[config.mk]
export PLATFORM = sky130hd
export DESIGN_NAME = gb_cpu_interrupt_ctrl
export DESIGN_NICKNAME = d
export VERILOG_FILES = /design/src/rtl/gb_cpu_interrupt_ctrl.sv
export SDC_FILE = /design/constraint.sdc
export NUM_CORES = 1
export LEC_CHECK = 0
export BUFFER_PORTS_ARGS = -buffer_cell sky130_fd_sc_hd__buf_2
export CAP_MARGIN = 30
export CORE_MARGIN = 2
export CORE_UTILIZATION = 48
export DETAILED_ROUTE_END_ITERATION = 8
export PLACE_DENSITY = 0.83
export RECOVER_POWER = 50
export SLEW_MARGIN = 20
export SYNTH_ARGS = -nofsm -noshare
export SYNTH_HDL_FRONTEND = slang
export SYNTH_SLANG_ARGS = --single-unit
[constraint.sdc]
create_clock -name clk -period 4.5 [get_ports clk]
set_input_delay 0.675 -clock clk [delete_from_list [all_inputs] [get_ports clk]]
set_output_delay 0.675 -clock clk [all_outputs]
set_load 0.01 [all_outputs]
[src/rtl/gb_cpu_interrupt_ctrl.sv]
// rtl/gb_cpu_interrupt_ctrl.sv - Game Boy CPU IME, HALT and interrupt dispatch sequencer
module gb_cpu_interrupt_ctrl (
   input  logic       clk,
   input  logic       reset,
   input  logic [4:0] ie,
   input  logic [4:0] if_flags,
   input  logic       last_m_cycle,
   input  logic       ei_cmd,
   input  logic       di_cmd,
   input  logic       reti_cmd,
   input  logic       halt_cmd,
   output logic       ime,
   output logic       interrupt_queued,
   output logic       interrupt_queued_no_IME,
   output logic       halt,
   output logic       halt_bug_delay,
   output logic       dispatch_active,
   output logic       sp_dec,
   output logic       push_pc_hi,
   output logic       push_pc_lo,
   output logic       write_interrupt_vector,
   output logic [7:0] interrupt_vector,
   output logic [4:0] if_ack
);

   typedef enum logic [2:0] {
      S_RUN, S_HALTED, S_D1, S_D2, S_D3, S_D4, S_D5
   } state_t;

   state_t     state, state_nxt;
   logic       ei_pending, ime_nxt, ei_pending_nxt, bug_nxt;
   logic [4:0] pend, ack_sel;
   logic [7:0] vec_sel;
   logic       any_pend;

   assign pend                    = ie & if_flags;
   assign any_pend                = |pend;
   assign interrupt_queued        = ime & any_pend;
   assign interrupt_queued_no_IME = ~ime & any_pend;

   // Bit 0 (VBlank) wins; an empty pending set yields vector 00 and no ack.
   always_comb begin
      vec_sel = 8'h00;
      ack_sel = 5'h00;
      if (pend[0]) begin
         vec_sel = 8'h40; ack_sel = 5'h01;
      end else if (pend[1]) begin
         vec_sel = 8'h48; ack_sel = 5'h02;
      end else if (pend[2]) begin
         vec_sel = 8'h50; ack_sel = 5'h04;
      end else if (pend[3]) begin
         vec_sel = 8'h58; ack_sel = 5'h08;
      end else if (pend[4]) begin
         vec_sel = 8'h60; ack_sel = 5'h10;
      end
   end

   always_comb begin
      state_nxt      = state;
      ime_nxt        = ime;
      ei_pending_nxt = ei_pending;
      bug_nxt        = 1'b0;
      case (state)
         S_RUN: begin
            if (last_m_cycle) begin
               if (interrupt_queued) begin
                  state_nxt = S_D1;
               end else begin
                  // Promotion of an earlier EI comes first so a DI in the same slot still wins.
                  if (ei_pending) begin
                     ime_nxt        = 1'b1;
                     ei_pending_nxt = 1'b0;
                  end
                  if (ei_cmd)   ei_pending_nxt = 1'b1;
                  if (reti_cmd) ime_nxt        = 1'b1;
                  if (di_cmd) begin
                     ime_nxt        = 1'b0;
                     ei_pending_nxt = 1'b0;
                  end
                  if (halt_cmd) begin
                     if (ime || !any_pend) state_nxt = S_HALTED;
                     else                  bug_nxt   = 1'b1;
                  end
               end
            end
         end
         S_HALTED: begin
            if (any_pend) state_nxt = ime ? S_D1 : S_RUN;
         end
         S_D1: begin
            ime_nxt        = 1'b0;
            ei_pending_nxt = 1'b0;
            state_nxt      = S_D2;
         end
         S_D2:    state_nxt = S_D3;
         S_D3:    state_nxt = S_D4;
         S_D4:    state_nxt = S_D5;
         S_D5:    state_nxt = S_RUN;
         default: state_nxt = S_RUN;
      endcase
   end

   always_ff @(posedge clk) begin
      if (reset) begin
         state                  <= S_RUN;
         ime                    <= 1'b0;
         ei_pending             <= 1'b0;
         halt                   <= 1'b0;
         halt_bug_delay         <= 1'b0;
         dispatch_active        <= 1'b0;
         sp_dec                 <= 1'b0;
         push_pc_hi             <= 1'b0;
         push_pc_lo             <= 1'b0;
         write_interrupt_vector <= 1'b0;
         interrupt_vector       <= 8'h00;
         if_ack                 <= 5'h00;
      end else begin
         state                  <= state_nxt;
         ime                    <= ime_nxt;
         ei_pending             <= ei_pending_nxt;
         halt                   <= (state_nxt == S_HALTED);
         halt_bug_delay         <= bug_nxt;
         dispatch_active        <= (state_nxt != S_RUN) && (state_nxt != S_HALTED);
         sp_dec                 <= (state_nxt == S_D2);
         push_pc_hi             <= (state_nxt == S_D3);
         push_pc_lo             <= (state_nxt == S_D4);
         write_interrupt_vector <= (state_nxt == S_D5);
         // Pending set is sampled on the D3->D4 edge so a late IE/IF change can cancel.
         if (state_nxt == S_D4) begin
            interrupt_vector <= vec_sel;
            if_ack           <= ack_sel;
         end else begin
            if_ack           <= 5'h00;
         end
      end
   end

endmodule

== Word-level counts from Yosys, hierarchy flattened ==
Index checks and enable logic that the tools add are counted.

* Equality and inequality tests: 14
* Mux-type cells: 29
* Bitwise logic cells: 8
* Reductions and logical operators: 15

{| class="wikitable"
|+ Operators with widths
! operator !! number
|-
| 7-bit two-way mux || 5
|-
| 3-bit two-way mux || 6
|-
| 3-bit case mux with 6 select lines || 1
|-
| 3-bit equality test (second input constant) || 5
|-
| 5-bit OR reduction || 3
|-
| 1-bit two-way mux || 11
|-
| 3-bit by 2-bit equality test with 1-bit output (second input constant) || 3
|-
| 3-bit by 1-bit equality test with 1-bit output (second input constant) || 2
|-
| 6-bit OR reduction || 1
|-
| 5-bit AND || 1
|-
| 5-bit two-way mux || 1
|-
| 1-bit inverter || 5
|-
| 2-bit two-way mux || 2
|-
| 4-bit two-way mux || 1
|-
| 2-bit inequality test (second input constant) || 2
|-
| 4-bit inequality test (second input constant) || 1
|-
| 1-bit case mux with 2 select lines || 2
|-
| 4-bit AND reduction || 1
|-
| 4-bit OR reduction || 1
|-
| 3-bit logical NOT || 1
|-
| 3-bit by 1-bit inequality test with 1-bit output (second input constant) || 1
|-
| 3-bit AND reduction || 1
|-
| 3-bit nonzero test || 1
|-
| 3-bit OR reduction || 1
|-
| other kinds (6) || 7
|}

* Flip-flop bits (word level): 25
* Input bits: 17
* Output and inout bits: 23

== Longest topological paths before layout ==
Gate-level depths: netlist of the first run.

* Depth after elaboration: 12
* Mapped depth: 5
* Depth with buffers taken out: 4

== Least setup slack after synthesis of the first run ==
Ideal clock, no wire load.

* Path type: in2out
* From: input ie[0]
* To: output interrupt_queued_no_IME
* Arrival time: 1.453 ns
* Setup slack: 2.372 ns
* Stages: 3
* Buffers on the path: 0
* Cells stage by stage: a222oi_1 and2_0 nor2_1

* Word-level cells in the longest chain between the ends: 3

{| class="wikitable"
|+ RTL lines
! what !! RTL line !! RTL
|-
| from (decl) || 5 || <nowiki>input logic [4:0] ie,</nowiki>
|-
| 5-bit AND || 36 || <nowiki>assign pend = ie & if_flags;</nowiki>
|-
| 5-bit OR reduction || 37 || <nowiki>assign any_pend = |pend;</nowiki>
|-
| 1-bit AND || 39 || <nowiki>assign interrupt_queued_no_IME = ~ime & any_pend;</nowiki>
|-
| to (decl) || 14 || <nowiki>output logic interrupt_queued_no_IME,</nowiki>
|}

No other way between the ends.

== Final worst setup path of the first run ==
Ends and elaborated chain as after synthesis.

==> results of run 1 <==
[per-layer routing]
metal  part of all wire [%]  global-route usage (%)
met5                      0                       0
met4                    3.1                    11.7
met1                     43                    23.3
met2                     48                    28.3
met3                    5.6                    1.15
[cell families (layout without fill, tap and decap cells)]
| family | count (synthesis) | after routing |
|---|---|---|
| buf+inv | 9 | 40 |
| simple gates | 47 | 47 |
| other cells | 1 | 4 |
| flops | 21 | 21 |
| compound gates | 22 | 22 |
[worst register-to-register path: cells and delay by family (launching register included)]
kind	cells	cell delay, ns
flops	1	0.45
compound gates	1	0.15
simple gates	2	0.97
[report_power, final]
part / internal (mW) / switching, mW
Combinational: 0.0257 / 0.0343
Clock: 0.0332 / 0.0574
Sequential: 0.193 / 0.00959
Total: 0.252 / 0.101
[area by class of cell]
type	instances	area, um^2	share of cell area (%)
clock buffers	3	22.5	2.13
clock inverters	1	5.00	0.473
inverters	1	3.75	0.355
multi-input cells	73	413	39.0
flip-flops and latches	21	420	39.7
well taps	25	31.3	2.96
repair buffers	35	163	15.4
[synthesized netlist by cell type (all sizes together) (2+ instances only)]
master and instances:
a22oi 2, clkbuf 4, a211oi 2, nor3 4, a21oi 9, dfxtp 21, nor2 17, nand2 6
nand3 4, or4b 2, buf 4, nand2b 3, and2 2, o21ai 3, nand3b 2
[path summary, 6_finish.rpt]
kind	from	slack, ns	endpoint	cells after the start
worst min-delay path	interrupt_vector[5]	0.46	interrupt_vector[5]	1
worst max-delay path	ie[0]	2.01	interrupt_queued_no_IME	5
worst max register to register	state[0]	2.88	ei_pending	3
worst min register to register	interrupt_vector[5]	0.46	interrupt_vector[5]	1
[sequential cells by signal (all words and copies together) (netlist names)]
signal and flops:
push_pc_hi 1, halt_bug_delay 1, if_ack 5, ei_pending 1, write_interrupt_vector 1, ime 1
interrupt_vector 4, state 3, sp_dec 1, push_pc_lo 1, halt 1, dispatch_active 1
[through the flow]
step | area (um^2) | hold WS [ns]
2_1_floorplan | 888 | 0.444
3_3_place_gp | 1050 | 0.433
3_5_place_dp | 1050 | 0.438
4_1_cts | 1080 | 0.465
5_1_grt | 1060 | 0.505
6_report | 1060 | 0.463
==> flow_summary.toml, run 1 <==
[place]
routabilityCongestion = 0.868
place_hpwl_mm = 1.39
dp_slack_ns = 2.00
dp_cells = 155
io_buffers = 35

[floorplanning]
fp-row-count = 15
ios = 40
die_h_um = 46.7
core_mm2 = 0.00173
die_w_um = 46.7
start_util_pct = 50.8
dieArea_mm2 = 0.00219

[critical_path]
cp_max_fo = 6
crit_required_ns = 3.83
cp.arrival_ns = 1.82
critPathBufInv = 2
path_class = "in2out"
path_cells = "buf_2, a222oi_1, and2_0, nor2_1, buf_2"
cpPeakStageDelay_ns = 0.50
crit_family = "compound AO/OA/AOI/OAI gates"
cp_common_cell = "buf_2"
crit_path_end_kind = "output port"
startpoint_type = "input pin"
slowest_stage = "a222oi_1"

[worst_hold_path]
hold_class = "reg2reg"

[clock_tree]
cts_root_buf = "clkbuf_4"
clk_path_buf_depth = 2
htree_levels = 1
clk_latency_ns = 0.31
cts_sinks = 21
clk_pin_slew_ns = 0.11
cts_tree = "done"
holdBufCountCts = 0
cts_resized = 0
post_cts_buffers = 0
cts_buffers = 3

[run]
cap_violations = 0

[logic_synthesis]
yosysTopAreaCell = "dfxtp_1"
synth_top_family_by_area = "simple AND/OR/NAND/NOR gates"
synth_compound_area_share_pct = 17.0
synthTopCellsByArea = "dfxtp_1 (48%), nor2_1 (7.3%), a21oi_1 (5.1%)"
synth_fa_ha_area_share_pct = 0
syn_area_per_cell_um2 = 8.77
yosysSeqAreaShare_pct = 47.9
yosysUniqueCellTypes = 32
synth.area.mux_share_pct = 0
synth_edf_count = 0
synth_ff_type = "dfxtp_1"
async_reset_ff_share_pct = 0
yosys_warnings = 0
syn_area_um2 = 877
synth_seq_cells = 21
synthXorXnorAreaFrac_pct = 0
synth-simple-area-share_pct = 29.1
synth_top_area_share_pct = 47.9
syn_inst = 100

[cells_and_area]
diodes = 0
fill_cells = 165
post-route-util_pct = 61.3
final_common_cell = "buf_2"
drive_above_1_share_pct = 23.1
area.growth.synth_to_final_pct = 20.7
layout_common_cells = "buf_2 (25), dfxtp_1 (21), nor2_1 (17), clkbuf_1 (10), a21oi_1 (9)"
fin_nets = 152
finalNonFillerCells = 159

[run_status]
outcome = "completed"

[timing]
rsz0062_at_grt = "false"
post-route-period-util_pct = 55.3
finalSetupViolCount = 0
min_period_ns = 2.49
setup_slack_ns = 2.01
drv_slew = 0
finClkSkew_ns = 0.00589
slew_headroom_pct = 64.3
hold_viol = 0
worstMarginPinSlew_ns = 0.528
max_freq_ghz = 0.402
tns_ns = 0

[routing]
drc = 0
wl_mm = 1.84
first_pass_iters = 4
avgViaCountPerCell = 5.18
dr.first_iter.drc_count = 30
wl_per_cell_um = 11.6
antenna_left = 0
vias = 824

[power]
p_leak_nw = 0.450
power.total_uw = 353
peakVddDrop_mv = 0.189
powerDensity_mw_per_mm2 = 333

[grt]
antenna_found_initial = 0
overflow = 0
gr-usage-all-layers_pct = 17.8
grt_pass1_vias = 636
grt_pass1_wl_mm = 2.74
grt_max_degree = 15
Power figures use the tool's default switching activity.
==> run 2: changes to the inputs <==
- CORE_UTILIZATION: 48 -> 40
- PLACE_DENSITY: 0.83 -> 0.74
- clock period: 4.5 -> 2.1 ns (I/O delays scaled with it)
==> run 2 against run 1 <==
  * Die area is 18% higher
  * Sequential share of layout area is 0.33 points lower
  * Global-route usage is 2.3 points lower
  * Sequential cell count stayed put
  * Combinational power is 130% higher
==> flow_summary.toml, run 2 (synthesized netlist as in run 1, its figures left out) <==
[run_status]
outcome = "completed"

[floorplanning]
die_h_um = 50.8
fp-row-count = 16
ios = 40
start_util_pct = 43.4
die_w_um = 50.8
dieArea_mm2 = 0.00258
core_mm2 = 0.00202

[place]
place_hpwl_mm = 1.51
dp_slack_ns = 0.200
dp_cells = 159
routabilityCongestion = 0.813
io_buffers = 35

[clock_tree]
clk_latency_ns = 0.30
htree_levels = 1
cts_tree = "done"
cts_resized = 0
cts_buffers = 3
holdBufCountCts = 0
clk_pin_slew_ns = 0.10
clk_path_buf_depth = 2
cts_root_buf = "clkbuf_4"
post_cts_buffers = 0
cts_sinks = 21

[power]
clkPwrFrac_pct = 24.5
p_leak_nw = 0.431
p_int_uw = 546
netSwitchingPower_uw = 204
powerDensity_mw_per_mm2 = 703
peakVddDrop_mv = 0.413
comb_power_share_pct = 18.5
p_seq_share_pct = 57.0
p_sw_share_pct = 27.2

[critical_path]
critPathCapture = "interrupt_queued_no_IME"
cp_max_fo = 3
r2r_slack_ns = 0.49
rr_worst_depth = 4
crit_required_ns = 1.78
critPathLaunch = "ie[0]"
path_class = "in2out"
cpPeakStageDelay_ns = 0.48
cp.arrival_ns = 1.31
timing.rr.end = "interrupt_vector[5]"
path_cells = "buf_2, a222oi_1, and2_0, nor2_1, buf_2"
r2r-start = "state[2]"
cp_common_cell = "buf_2"
crit_path_end_kind = "output port"
slowest_stage = "a222oi_1"
startpoint_type = "input pin"

[timing]
slew_headroom_pct = 61.7
hold_viol = 0
tns_ns = 0
rsz0062_at_grt = "false"
setup_slack_ns = 0.472
finClkSkew_ns = 0.00414
finalSetupViolCount = 0
max_freq_ghz = 0.614
post-route-period-util_pct = 77.5
drv_slew = 0
min_period_ns = 1.63
worstMarginPinSlew_ns = 0.567

[grt]
grt_pass1_vias = 759
grt_max_degree = 15
grt_pass1_wl_mm = 3.08
antenna_found_initial = 0
overflow = 0
gr-usage-all-layers_pct = 15.5

[cells_and_area]
largestRegisters = "if_ack (5), interrupt_vector (4), state (3)"
area.growth.synth_to_final_pct = 21.7
final_common_cell = "dfxtp_1"
drive_above_1_share_pct = 19.1
fill_cells = 223
finalNonFillerCells = 163
diodes = 0
fin_nets = 154
largest_register_ffs = 5
regMostFlops = "if_ack"
layout_common_cells = "dfxtp_1 (21), buf_2 (19), nor2_1 (17), clkbuf_1 (17), a21oi_1 (9)"

[routing]
wl_mm = 1.89
wl_per_cell_um = 11.6
vias = 843
antenna_left = 0
avgViaCountPerCell = 5.17
drc = 0
dr.first_iter.drc_count = 6
first_pass_iters = 4

[run]
cap_violations = 0

[worst_hold_path]
hold_class = "in2reg"
==> run 2: changes by cell type in the layout (fill, tap and decap cells not counted), sizes merged <==
cell    before  now
clkbuf      13   20
clkinv       1    0
buf         25   21
==> run 2: layout make-up <==
cell class | count | area (um^2) | share of cell area [%]
multi-input combinational | 73 | 413 | 38.7
clock buffer | 4 | 26.3 | 2.46
inverter | 1 | 3.75 | 0.352
sequential | 21 | 420 | 39.4
timing repair buffer | 37 | 170 | 15.9
tap | 27 | 33.8 | 3.17
==> run 2: critical path: cells and delay by family <==
| kind | cells | cell delay, ns |
|---|---|---|
| buffers and inverters | 2 | 0.24 |
| AOI/OAI and AO/OA | 1 | 0.48 |
| and+or+nand+nor | 2 | 0.28 |
==> run 2: how the worst min path moves through the flow <==
stage,from,end,slack (ns),cells after the start
6_report,if_flags[3],if_ack[3],0.27,3
5_1_grt,if_flags[1],if_ack[1],0.27,3
4_1_cts,if_flags[1],if_ack[1],0.26,3
3_5_place_dp,interrupt_vector[5],interrupt_vector[5],0.44,1
3_3_place_gp,interrupt_vector[5],interrupt_vector[5],0.44,1
2_1_floorplan,reset,push_pc_lo,0.41,1
==> run 2: power by group through the flow <==
stage,combinational [mW],clock (mW),sequential [mW]
6_report,0.138,0.184,0.428
5_1_grt,0.154,0.214,0.431
4_1_cts,0.141,0.195,0.428
3_5_place_dp,0.141,0,0.437
3_3_place_gp,0.137,0,0.436
2_1_floorplan,0.0898,0,0.436
==> run 2: metrics by stage <==
step	hold slack [ns]	total power [mW]	area (um^2)	utilization, %
after floorplan	0.405	0.526	888	-
after global placement	0.436	0.573	1070	52.8
after detailed placement	0.439	0.578	1070	52.8
after CTS	0.260	0.764	1090	54.1
after global routing	0.267	0.799	1070	52.8
final	0.271	0.750	1070	52.8
==> run 2: routing by layer <==
layer / up-vias / routed length, um / GRT usage [%]
li1: 421 / - / -
met2: 31 / 927 / 28.7
met1: 388 / 826 / 17.6
met4: 0 / 26 / 6.76
met3: 3 / 112 / 2.05
met5: - / 0 / 0
